File: config.mk
export PLATFORM = sky130hd
export DESIGN_NAME = dmem_access_unit
export DESIGN_NICKNAME = d
export VERILOG_FILES = /design/src/rtl/dmem_pkg.sv /design/src/rtl/dmem_lane_fmt.sv /design/src/rtl/dmem_access_unit.sv
export SDC_FILE = /design/constraint.sdc
export NUM_CORES = 1
export LEC_CHECK = 0
export ABC_CLOCK_PERIOD_IN_PS = 4200
export CORE_MARGIN = 3
export CORE_UTILIZATION = 46
export DETAILED_ROUTE_END_ITERATION = 7
export PLACE_DENSITY_LB_ADDON = 0.3
export REMOVE_ABC_BUFFERS = 1
export SYNTH_ARGS = -nofsm -noshare
export SYNTH_HDL_FRONTEND = slang
export SYNTH_SLANG_ARGS = --single-unit
File: constraint.sdc
create_clock -name clk -period 4.2 [get_ports clk]
set_input_delay 0.42 -clock clk [delete_from_list [all_inputs] [get_ports clk]]
set_output_delay 0.42 -clock clk [all_outputs]
set_load 0.05 [all_outputs]
File: src/rtl/dmem_pkg.sv
// Shared types and constants for the
// memory-stage data-memory access unit.
package dmem_pkg;

  typedef enum logic [1:0] {
    IDLE = 2'b00,
    BUSY = 2'b01,
    DONE = 2'b10
  } state_t;

  localparam logic       SIZE_WORD = 1'b0;
  localparam logic       SIZE_BYTE = 1'b1;
  localparam logic [3:0] BE_WORD   = 4'b1111;

endpackage

File: src/rtl/dmem_lane_fmt.sv
// Byte-lane formatting: byte enables, store
// replication and zero-extended load lanes.
module dmem_lane_fmt
  import dmem_pkg::*;
(
  input  logic [1:0]  off_i,
  input  logic        size_i,
  input  logic [31:0] wdata_i,
  input  logic [31:0] rdata_i,
  output logic [3:0]  be_o,
  output logic [31:0] wdata_o,
  output logic [31:0] rdata_o
);

  // Word access passes through; byte access selects one lane.
  always_comb begin
    be_o    = BE_WORD;
    wdata_o = wdata_i;
    rdata_o = rdata_i;
    if (size_i == SIZE_BYTE) begin
      wdata_o = {4{wdata_i[7:0]}};
      unique case (off_i)
        2'd0: begin
          be_o    = 4'b0001;
          rdata_o = {24'h0, rdata_i[7:0]};
        end
        2'd1: begin
          be_o    = 4'b0010;
          rdata_o = {24'h0, rdata_i[15:8]};
        end
        2'd2: begin
          be_o    = 4'b0100;
          rdata_o = {24'h0, rdata_i[23:16]};
        end
        default: begin
          be_o    = 4'b1000;
          rdata_o = {24'h0, rdata_i[31:24]};
        end
      endcase
    end
  end

endmodule

File: src/rtl/dmem_access_unit.sv
// M-stage data-memory interface: req/ready bus
// transaction with stall, timeout and lane formatting.
module dmem_access_unit
  import dmem_pkg::*;
#(
  parameter int TIMEOUT = 16,
  parameter int AW      = 32
) (
  input  logic          clk,
  input  logic          reset,
  input  logic          MemReadM,
  input  logic          MemWriteM,
  input  logic          ByteM,
  input  logic [AW-1:0] ALUOutM,
  input  logic [31:0]   WriteDataM,
  output logic [31:0]   ReadDataM,
  output logic          MemStallM,
  output logic          MisalignM,
  output logic          BusErrM,
  output logic          bus_req,
  output logic          bus_we,
  output logic [AW-3:0] bus_addr,
  output logic [3:0]    bus_be,
  output logic [31:0]   bus_wdata,
  input  logic          bus_ready,
  input  logic [31:0]   bus_rdata
);

  localparam int CW = $clog2(TIMEOUT + 1);

  state_t        state_q;
  logic [CW-1:0] cnt_q;
  logic          req_q;
  logic          we_q;
  logic [AW-3:0] addr_q;
  logic [3:0]    be_q;
  logic [31:0]   wdata_q;
  logic [31:0]   rdata_q;
  logic          err_q;
  logic [1:0]    off_q;
  logic          size_q;

  logic          mem_op;
  logic          aligned;
  logic          access;
  logic          misal;
  logic          tmo_hit;
  logic [1:0]    fmt_off;
  logic          fmt_size;
  logic [3:0]    fmt_be;
  logic [31:0]   fmt_wdata;
  logic [31:0]   fmt_rdata;

  assign mem_op  = MemReadM | MemWriteM;
  assign aligned = (ALUOutM[1:0] == 2'b00);
  assign access  = mem_op & (aligned | ByteM);
  assign misal   = mem_op & ~ByteM & ~aligned;
  assign tmo_hit = (cnt_q == CW'(TIMEOUT - 1));

  // Live inputs drive the formatter while idle, the latched
  // offset/size while the transaction is in flight.
  assign fmt_off  = (state_q == IDLE) ? ALUOutM[1:0] : off_q;
  assign fmt_size = (state_q == IDLE) ? ByteM : size_q;

  dmem_lane_fmt u_fmt (
    .off_i   (fmt_off),
    .size_i  (fmt_size),
    .wdata_i (WriteDataM),
    .rdata_i (bus_rdata),
    .be_o    (fmt_be),
    .wdata_o (fmt_wdata),
    .rdata_o (fmt_rdata)
  );

  // Stall is combinational so the pipeline freezes in the
  // same cycle an access first appears.
  assign MemStallM = reset & (((state_q == IDLE) & access)
                            | (state_q == BUSY));
  assign MisalignM = reset & (state_q == IDLE) & misal;

  assign ReadDataM = rdata_q;
  assign BusErrM   = err_q;
  assign bus_req   = req_q;
  assign bus_we    = we_q;
  assign bus_addr  = addr_q;
  assign bus_be    = be_q;
  assign bus_wdata = wdata_q;

  // Transaction FSM with registered bus and result outputs.
  always_ff @(posedge clk or negedge reset) begin
    if (!reset) begin
      state_q <= IDLE;
      cnt_q   <= '0;
      req_q   <= 1'b0;
      we_q    <= 1'b0;
      addr_q  <= '0;
      be_q    <= 4'b0;
      wdata_q <= 32'h0;
      rdata_q <= 32'h0;
      err_q   <= 1'b0;
      off_q   <= 2'b0;
      size_q  <= SIZE_WORD;
    end else begin
      err_q <= 1'b0;
      unique case (state_q)
        IDLE: begin
          if (access) begin
            state_q <= BUSY;
            req_q   <= 1'b1;
            we_q    <= MemWriteM;
            addr_q  <= ALUOutM[AW-1:2];
            be_q    <= fmt_be;
            wdata_q <= fmt_wdata;
            off_q   <= ALUOutM[1:0];
            size_q  <= ByteM;
            cnt_q   <= '0;
            rdata_q <= 32'h0;
          end
        end
        BUSY: begin
          if (bus_ready) begin
            state_q <= DONE;
            req_q   <= 1'b0;
            cnt_q   <= '0;
            if (!we_q) rdata_q <= fmt_rdata;
          end else if (tmo_hit) begin
            state_q <= DONE;
            req_q   <= 1'b0;
            cnt_q   <= '0;
            err_q   <= 1'b1;
            rdata_q <= 32'h0;
          end else begin
            cnt_q <= cnt_q + 1'b1;
          end
        end
        DONE: begin
          state_q <= IDLE;
          rdata_q <= 32'h0;
        end
        default: state_q <= IDLE;
      endcase
    end
  end

endmodule

==> results of run 1 <==
==> synthesized netlist by cell type, types with 4 or more instances <==
cell	n	area (um^2)
a211oi_1	8	60.1
a21oi_1	25	125
a22o_1	25	219
and3_1	9	56.3
buf_2	16	80.1
buf_6	4	45.0
dfrtp_1	111	2780
mux2_1	31	349
mux2_2	12	135
mux2i_1	25	250
nand2_1	14	52.6
nand2b_1	4	25.0
nand3_1	4	20.0
nor2_1	33	124
o211ai_1	10	75.1
o221ai_1	16	140
==> final timing paths <==
check / endpoint / slack, ps / cells after the start
worst min-delay path: bus_wdata[8] / 30 / 1
worst max-delay path: MemStallM / 1170 / 5
worst max register to register: bus_addr[15] / 1450 / 5
min in group clk: bus_addr[22] / 490 / 1
worst min register to register: bus_addr[22] / 490 / 1
max in group asynchronous: bus_addr[13] / 2880 / 2
==> cell families (layout without fill, tap and decap cells) <==
family          after synthesis  count (layout)  share of synthesized area (%)
flops                       111             111                           57.1
compound gates              102             102                           15.6
simple gates                 76              76                           7.77
mux                          69              69                           15.6
buf+inv                      29             227                           3.50
fa+ha+maj                     1               1                          0.257
xor+xnor                      1               1                          0.180
==> metrics by stage <==
stage / area [um^2] / instances / power (uW)
final: 7190 / 720 / 5810
after global routing: 7190 / 720 / 6090
after CTS: 7190 / 720 / 5850
after detailed placement: 6950 / 704 / 5070
after global placement: 6950 / 704 / 5000
after floorplan: 4700 / 363 / 3860
==> state kept, by name (all words and copies together) (netlist names), 2 cells and up <==
register,cells
state_q,2
cnt_q,5
bus_addr,30
bus_be,4
bus_wdata,32
off_q,2
ReadDataM,32
==> layout make-up <==
| cell class | count | area [um^2] |
|---|---|---|
| Clock inverter | 6 | 108 |
| Fill cell | 719 | 2810 |
| Tap cell | 133 | 166 |
| Clock buffer | 10 | 138 |
| Inverter | 3 | 11.3 |
| Sequential cell | 111 | 2780 |
| Multi-Input combinational cell | 249 | 1920 |
| Timing Repair Buffer | 208 | 2070 |
==> per-layer routing <==
metal	vias up	track usage (%)
li1	1822	-
met1	1945	27.4
met2	180	39.0
met3	14	9.06
met4	0	8.30
met5	-	0
==> power groups by stage <==
stage | Clock, uW | Sequential, uW | Combinational [uW]
3_5_place_dp | 0 | 1760 | 3310
5_1_grt | 826 | 1800 | 3460
4_1_cts | 782 | 1750 | 3320
3_3_place_gp | 0 | 1740 | 3260
2_1_floorplan | 0 | 3090 | 768
6_report | 771 | 1740 | 3290
==> results.json, run 1 <==
{
  "power.switching_uw": 2780,
  "synthArstFlopShare_pct": 100,
  "clock_latency_ps": 370,
  "pwr-share-comb_pct": 56.7,
  "period_minus_slack_ps": 3030,
  "slew_viol_final": 0,
  "relSlewSlack_pct": 23.4,
  "first_iter_violations": 129,
  "critical-path-max-stage-delay_ps": 800,
  "internal_power_uw": 3030,
  "required_ps": 3780,
  "cts_tree": "built",
  "routed_via_density": 5.50,
  "fin_skew_ps": 9.30,
  "cpMaxStageDelayCell": "clkdlybuf4s50_1",
  "fin_crit_sh_pct": 72.2,
  "antenna_found_initial": 0,
  "path_class": "reg -> out",
  "numCtsBuffers": 9,
  "synth_top_flop_cell": "dfrtp_1",
  "wl_per_cell_um": 18.8,
  "crit_buf_inv": 1,
  "cts_setup_buffers": 0,
  "peakVddDrop_mv": 0.686,
  "post-route-util_pct": 71.9,
  "rsz0062_at_grt": "no",
  "final_common_cell": "clkdlybuf4s50_1",
  "hold_slack_ps": 26.5,
  "portBuffers": 204,
  "drive_above_1_share_pct": 6.98,
  "fp.dieW_um": 109,
  "crit_fanout": 16,
  "hold_viol": 0,
  "p_sw_share_pct": 47.8,
  "grt_pass1_wl_um": 21400,
  "layout.nets": 685,
  "cp_top_family": "simple AND/OR/NAND/NOR gates",
  "setup_ws_ps": 1170,
  "num_vias": 3961,
  "cts.sinks": 111,
  "highest_layer": "met4",
  "worst_pin_slew_ps": 1150,
  "worstSetupEndpointType": "output port",
  "critical_path.cell_chain": "nor2_4, and3_4, nand2b_1, and2_1, clkdlybuf4s50_1",
  "avgSynthCellArea_um2": 12.5,
  "finalSetupViolations": 0,
  "timing.max_cap.violations": 0,
  "yosys_warnings": 0,
  "rr_startpoint": "state_q[0]",
  "first_global_vias": 4163,
  "drt-total-wl_um": 13600,
  "syn-cell-area_um2": 4860,
  "area_growth_pct": 48.0,
  "power_frac_seq_pct": 30.0,
  "htreeDepth": 3,
  "rows": 36,
  "core_region_area_um2": 10000,
  "synth_edf_count": 0,
  "drtPass1Iterations": 5,
  "fmax_mhz": 330,
  "most-common-layout-cells": "clkdlybuf4s50_1, dfrtp_1, nor2_1, mux2_1",
  "finalSetupTns_ps": 0,
  "ant_nets": 0,
  "diodes": 0,
  "pwr-share-clk_pct": 13.3,
  "leakage_uw": 0.00303,
  "hpwl_um": 10000,
  "grt_overflow": 0,
  "yosysSeqAreaShare_pct": 57.1,
  "path_clk_slew_ps": 100,
  "synthDistinctLibCells": 44,
  "ys_seq_elements": 111,
  "arrival_ps": 2610,
  "dr_wl_met3_um": 1540,
  "fp.dieH_um": 109,
  "min_path_type": "in -> async",
  "cp-startpoint": "state_q[0]",
  "remaining_drc_errors": 0,
  "powerDensity_nw_per_um2": 807,
  "holdBufCountCts": 0,
  "grt_max_degree": 74,
  "grtUsageTotal_pct": 23.3,
  "netlist_instances": 389,
  "startpoint_type": "flop",
  "die_area_um2": 11800,
  "ctsResizeCount": 0,
  "dp_slack_ps": 1170,
  "clockBufferDepth": 2,
  "wl_met1_um": 5130,
  "start_util_pct": 48.6,
  "wl_met2_um": 6720,
  "status": "finished, final reports clean",
  "io_pins": 205,
  "cts_root_buf": "clkbuf_8",
  "place.gp.congestion": 0.885
}
Note: power is estimated with default switching activity, not from simulation.
==> inputs of run 2 (changes only) <==
--- a/config.mk
+++ b/config.mk
@@ -5,9 +5,9 @@
 export SDC_FILE = /design/constraint.sdc
 export NUM_CORES = 1
 export LEC_CHECK = 0
-export ABC_CLOCK_PERIOD_IN_PS = 4200
+export ABC_CLOCK_PERIOD_IN_PS = 3030
 export CORE_MARGIN = 3
-export CORE_UTILIZATION = 46
+export CORE_UTILIZATION = 43
 export DETAILED_ROUTE_END_ITERATION = 7
 export PLACE_DENSITY_LB_ADDON = 0.3
 export REMOVE_ABC_BUFFERS = 1
==> constraint.sdc (replaced) <==
create_clock -name clk -period 3.03 [get_ports clk]
set_input_delay 0.303 -clock clk [delete_from_list [all_inputs] [get_ports clk]]
set_output_delay 0.303 -clock clk [all_outputs]
set_load 0.05 [all_outputs]
==> results.json, run 2 (synthesis results as in run 1) <==
{
  "clock_latency_ps": 360,
  "path_clk_slew_ps": 70,
  "final_common_cell": "clkdlybuf4s50_1",
  "period_minus_slack_ps": 2560,
  "wl_per_cell_um": 18.6,
  "cts.sinks": 111,
  "num_vias": 3942,
  "routed_via_density": 5.39,
  "powerDensity_nw_per_um2": 1130,
  "cp-startpoint": "state_q[0]",
  "grt_overflow": 0,
  "nFillCells": 833,
  "portBuffers": 204,
  "grtUsageTotal_pct": 22.2,
  "crit_fanout": 16,
  "die_area_um2": 12600,
  "rsz0062_at_grt": "no",
  "fin_skew_ps": 4.89,
  "holdBufCountCts": 0,
  "power.switching_uw": 3910,
  "area_growth_pct": 50.5,
  "fp.dieW_um": 112,
  "io_pins": 205,
  "core_region_area_um2": 10900,
  "pwr-share-comb_pct": 55.6,
  "worstSetupEndpointType": "output port",
  "fmax_mhz": 391,
  "most-common-layout-cells": "clkdlybuf4s50_1, dfrtp_1, nor2_1, mux2_1",
  "start_util_pct": 44.5,
  "diodes": 0,
  "worst_pin_slew_ps": 967,
  "relSlewSlack_pct": 35.5,
  "drtPass1Iterations": 4,
  "drive_above_1_share_pct": 7.78,
  "internal_power_uw": 4330,
  "p_sw_share_pct": 47.5,
  "ctsResizeCount": 0,
  "antenna_found_initial": 0,
  "remaining_drc_errors": 0,
  "power_frac_seq_pct": 29.6,
  "rows": 38,
  "fin_crit_sh_pct": 84.4,
  "drt-total-wl_um": 13600,
  "cts_tree": "built",
  "arrival_ps": 2250,
  "hold_slack_ps": 0.144,
  "clockBufferDepth": 2,
  "required_ps": 2730,
  "slew_viol_final": 0,
  "first_iter_violations": 249,
  "place.gp.congestion": 0.836,
  "cts_root_buf": "clkbuf_16",
  "htreeDepth": 3,
  "numCtsBuffers": 9,
  "hpwl_um": 9980,
  "first_global_vias": 4227,
  "peakVddDrop_mv": 0.777,
  "layout.nets": 689,
  "grt_max_degree": 78,
  "rr_startpoint": "state_q[0]",
  "fp.dieH_um": 112,
  "hold_viol": 0,
  "pwr-share-clk_pct": 14.8,
  "min_path_type": "in -> async",
  "timing.max_cap.violations": 0,
  "grt_pass1_wl_um": 22200,
  "path_class": "reg -> out",
  "ant_nets": 0,
  "status": "finished, final reports clean",
  "finalSetupViolations": 0,
  "p_total_uw": 8250,
  "leakage_uw": 0.00308,
  "startpoint_type": "flop",
  "cts_setup_buffers": 0
}
-- run 2: metal layers --
metal / part of all wire, % / vias up / track usage (%)
li1: - / 1831 / -
met1: 37 / 1923 / 25.7
met2: 50 / 179 / 37.1
met3: 12 / 9 / 11.1
met4: 0.82 / 0 / 5.05
met5: 0 / - / 0
-- run 2: power by group through the flow --
| stage | Clock [uW] | Sequential, uW | Combinational [uW] |
|---|---|---|---|
| 2_1_floorplan | 0 | 4290 | 1060 |
| 6_report | 1220 | 2440 | 4590 |
| 3_5_place_dp | 0 | 2460 | 4600 |
| 5_1_grt | 1310 | 2510 | 4810 |
| 3_3_place_gp | 0 | 2420 | 4550 |
| 4_1_cts | 1250 | 2440 | 4630 |
-- run 2: path summary, 6_finish.rpt --
kind,end,slack (ps),depth (start not counted)
worst max-delay path,MisalignM,470,4
worst min-delay path,cnt_q[0],0.1,2
worst max register to register,ReadDataM[6],850,4
worst min register to register,bus_addr[8],490,1
max in group asynchronous,bus_wdata[19],1690,3
min in group clk,bus_addr[8],490,1
-- run 2: area by class of cell --
cell class	count	area, um^2	share of cell area, %
clock inverter	6	67.6	0.923
multi-input combinational	249	1920	26.3
tap	140	175	2.39
sequential	111	2780	38.0
inverter	3	11.3	0.154
clock buffer	10	239	3.27
timing repair buffer	212	2120	29.0
-- run 2: per-stage QoR --
stage / util (%) / setup slack (ps) / TNS, ps / instance area [um^2] / std cells
after global routing: 66.9 / 325 / 0 / 7320 / 731
final: 66.9 / 472 / 0 / 7320 / 731
after detailed placement: 64.1 / 739 / 0 / 7010 / 715
after CTS: 66.9 / 461 / 0 / 7320 / 731
after global placement: 64.1 / 798 / 0 / 7010 / 715
after floorplan: - / -892 / -25810 / 4700 / 363
-- run 2: critical path, cell delays in order (launching register included) --
cell	delay [ps]
dfrtp_1	570
nor2_4	310
nand3_1	110
nor2_1	90
clkdlybuf4s50_1	810
==> inputs of run 3 (changes only) <==
--- a/config.mk
+++ b/config.mk
@@ -5,9 +5,9 @@
 export SDC_FILE = /design/constraint.sdc
 export NUM_CORES = 1
 export LEC_CHECK = 0
-export ABC_CLOCK_PERIOD_IN_PS = 3030
+export ABC_CLOCK_PERIOD_IN_PS = 2300
 export CORE_MARGIN = 3
-export CORE_UTILIZATION = 43
+export CORE_UTILIZATION = 39
 export DETAILED_ROUTE_END_ITERATION = 7
 export PLACE_DENSITY_LB_ADDON = 0.3
 export REMOVE_ABC_BUFFERS = 1
==> constraint.sdc (replaced) <==
create_clock -name clk -period 2.3 [get_ports clk]
set_input_delay 0.23 -clock clk [delete_from_list [all_inputs] [get_ports clk]]
set_output_delay 0.23 -clock clk [all_outputs]
set_load 0.05 [all_outputs]
==> results.json, run 3 (synthesis results as in run 1) <==
{
  "wl_per_cell_um": 17.6,
  "rows": 40,
  "leakage_uw": 0.00312,
  "design_area_um2": 7400,
  "peakVddDrop_mv": 0.961,
  "remaining_drc_errors": 0,
  "critical_path.cell_chain": "nor2_4, and3_4, nand2b_1, and2_1, buf_12",
  "period_minus_slack_ps": 2070,
  "hold_viol": 0,
  "dpl-instance-area_um2": 7100,
  "fp.dieW_um": 118,
  "path_clk_slew_ps": 70,
  "final_common_cell": "clkdlybuf4s50_1",
  "numCtsBuffers": 9,
  "r2r_setup_slack_ps": 270,
  "arrival_ps": 1840,
  "finalSetupViolations": 0,
  "grt_max_degree": 62,
  "diodes": 0,
  "drive_above_1_share_pct": 8.53,
  "clock_latency_ps": 350,
  "io_pins": 205,
  "num_vias": 3981,
  "setup_ws_ps": 226,
  "first_global_vias": 4241,
  "drtPass1Iterations": 5,
  "fmax_mhz": 482,
  "antenna_found_initial": 0,
  "cts_tree": "built",
  "clockBufferDepth": 2,
  "drt-total-wl_um": 13500,
  "fin_crit_sh_pct": 90.2,
  "grt_pass1_wl_um": 22400,
  "timing.max_cap.violations": 0,
  "fin_skew_ps": 4.59,
  "most-common-layout-cells": "clkdlybuf4s50_1, dfrtp_1, nor2_1, mux2_1",
  "grtUsageTotal_pct": 20.0,
  "start_util_pct": 40.1,
  "htreeDepth": 3,
  "routed_via_density": 5.20,
  "stdcell_count": 766,
  "place.gp.congestion": 0.775,
  "slew_viol_final": 0,
  "hold_slack_ps": 304,
  "required_ps": 2070,
  "crit_fanout": 8,
  "portBuffers": 204,
  "dp_cells": 749,
  "critical-path-max-stage-delay_ps": 490,
  "cp-startpoint": "state_q[1]",
  "cts_root_buf": "clkbuf_16",
  "relSlewSlack_pct": 48.5,
  "path_class": "reg -> out",
  "area_growth_pct": 52.2,
  "startpoint_type": "flop",
  "cts_setup_buffers": 0,
  "hpwl_um": 10100,
  "die_area_um2": 13800,
  "grt_overflow": 0,
  "min_path_type": "in -> async",
  "layout.nets": 696,
  "dp_slack_ps": 185,
  "status": "finished, final reports clean",
  "worst_pin_slew_ps": 772,
  "core_region_area_um2": 12100,
  "rr_startpoint": "state_q[1]",
  "ant_nets": 0,
  "ff2ff_path_depth": 4,
  "powerDensity_nw_per_um2": 1460,
  "first_iter_violations": 171,
  "fp.dieH_um": 118,
  "cts.sinks": 111,
  "worstSetupEndpointType": "output port",
  "rsz0062_at_grt": "no",
  "cpMaxStageDelayCell": "dfrtp_1"
}
[run 3: cell types whose count changed in the layout (fill, tap and decap cells not counted), moves of 2 or more]
cell,before,now
buf_4,8,14
clkbuf_1,0,2
clkbuf_8,1,3
clkinvlp_4,2,0
inv_6,2,0
[run 3: layer usage]
layer,part of all wire [%],vias up,global-route usage (%)
met1,40,1927,24.9
met4,1.9,0,7.91
met5,0,-,0
li1,-,1848,-
met2,46,187,31.1
met3,11,19,8.27
[run 3: layout make-up]
| cell class | instances | area (um^2) |
|---|---|---|
| Multi-Input combinational cell | 249 | 1920 |
| Clock buffer | 14 | 274 |
| Inverter | 3 | 11.3 |
| Clock inverter | 2 | 13.8 |
| Tap cell | 168 | 210 |
| Timing Repair Buffer | 219 | 2190 |
| Sequential cell | 111 | 2780 |
| Fill cell | 1012 | 4710 |
[run 3: worst paths after layout]
check                           endpoint
min reg2reg                      bus_req
min                               bus_we
max                            MemStallM
max in group asynchronous  bus_wdata[28]
max reg2reg                 ReadDataM[5]
min in group clk            bus_addr[12]
[run 3: per-stage QoR]
stage	util, %	TNS (ps)	total power (uW)
2_1_floorplan	-	-82680	7050
5_1_grt	61.1	0	11300
4_1_cts	61.1	0	10900
6_report	61.1	0	10800
3_3_place_gp	58.6	0	9220
3_5_place_dp	58.6	0	9340
[run 3: worst max-delay path: cells and delay by family (launching register included)]
kind | cells | cell delay [ps]
buffers and inverters | 1 | 140
flip-flops | 1 | 490
AND/OR/NAND/NOR | 4 | 860
[run 3: report_power, final]
group | switching (uW) | internal, uW
Clock | 681 | 826
Combinational | 3940 | 2160
Sequential | 473 | 2710
[run 3: timing repair]
action / CTS / global route
hold buffers: 1 / 0
hold endpoints to repair: 17 / 0
endpoints found under the setup margin: 0 / 0
resized for setup: 0 / 0
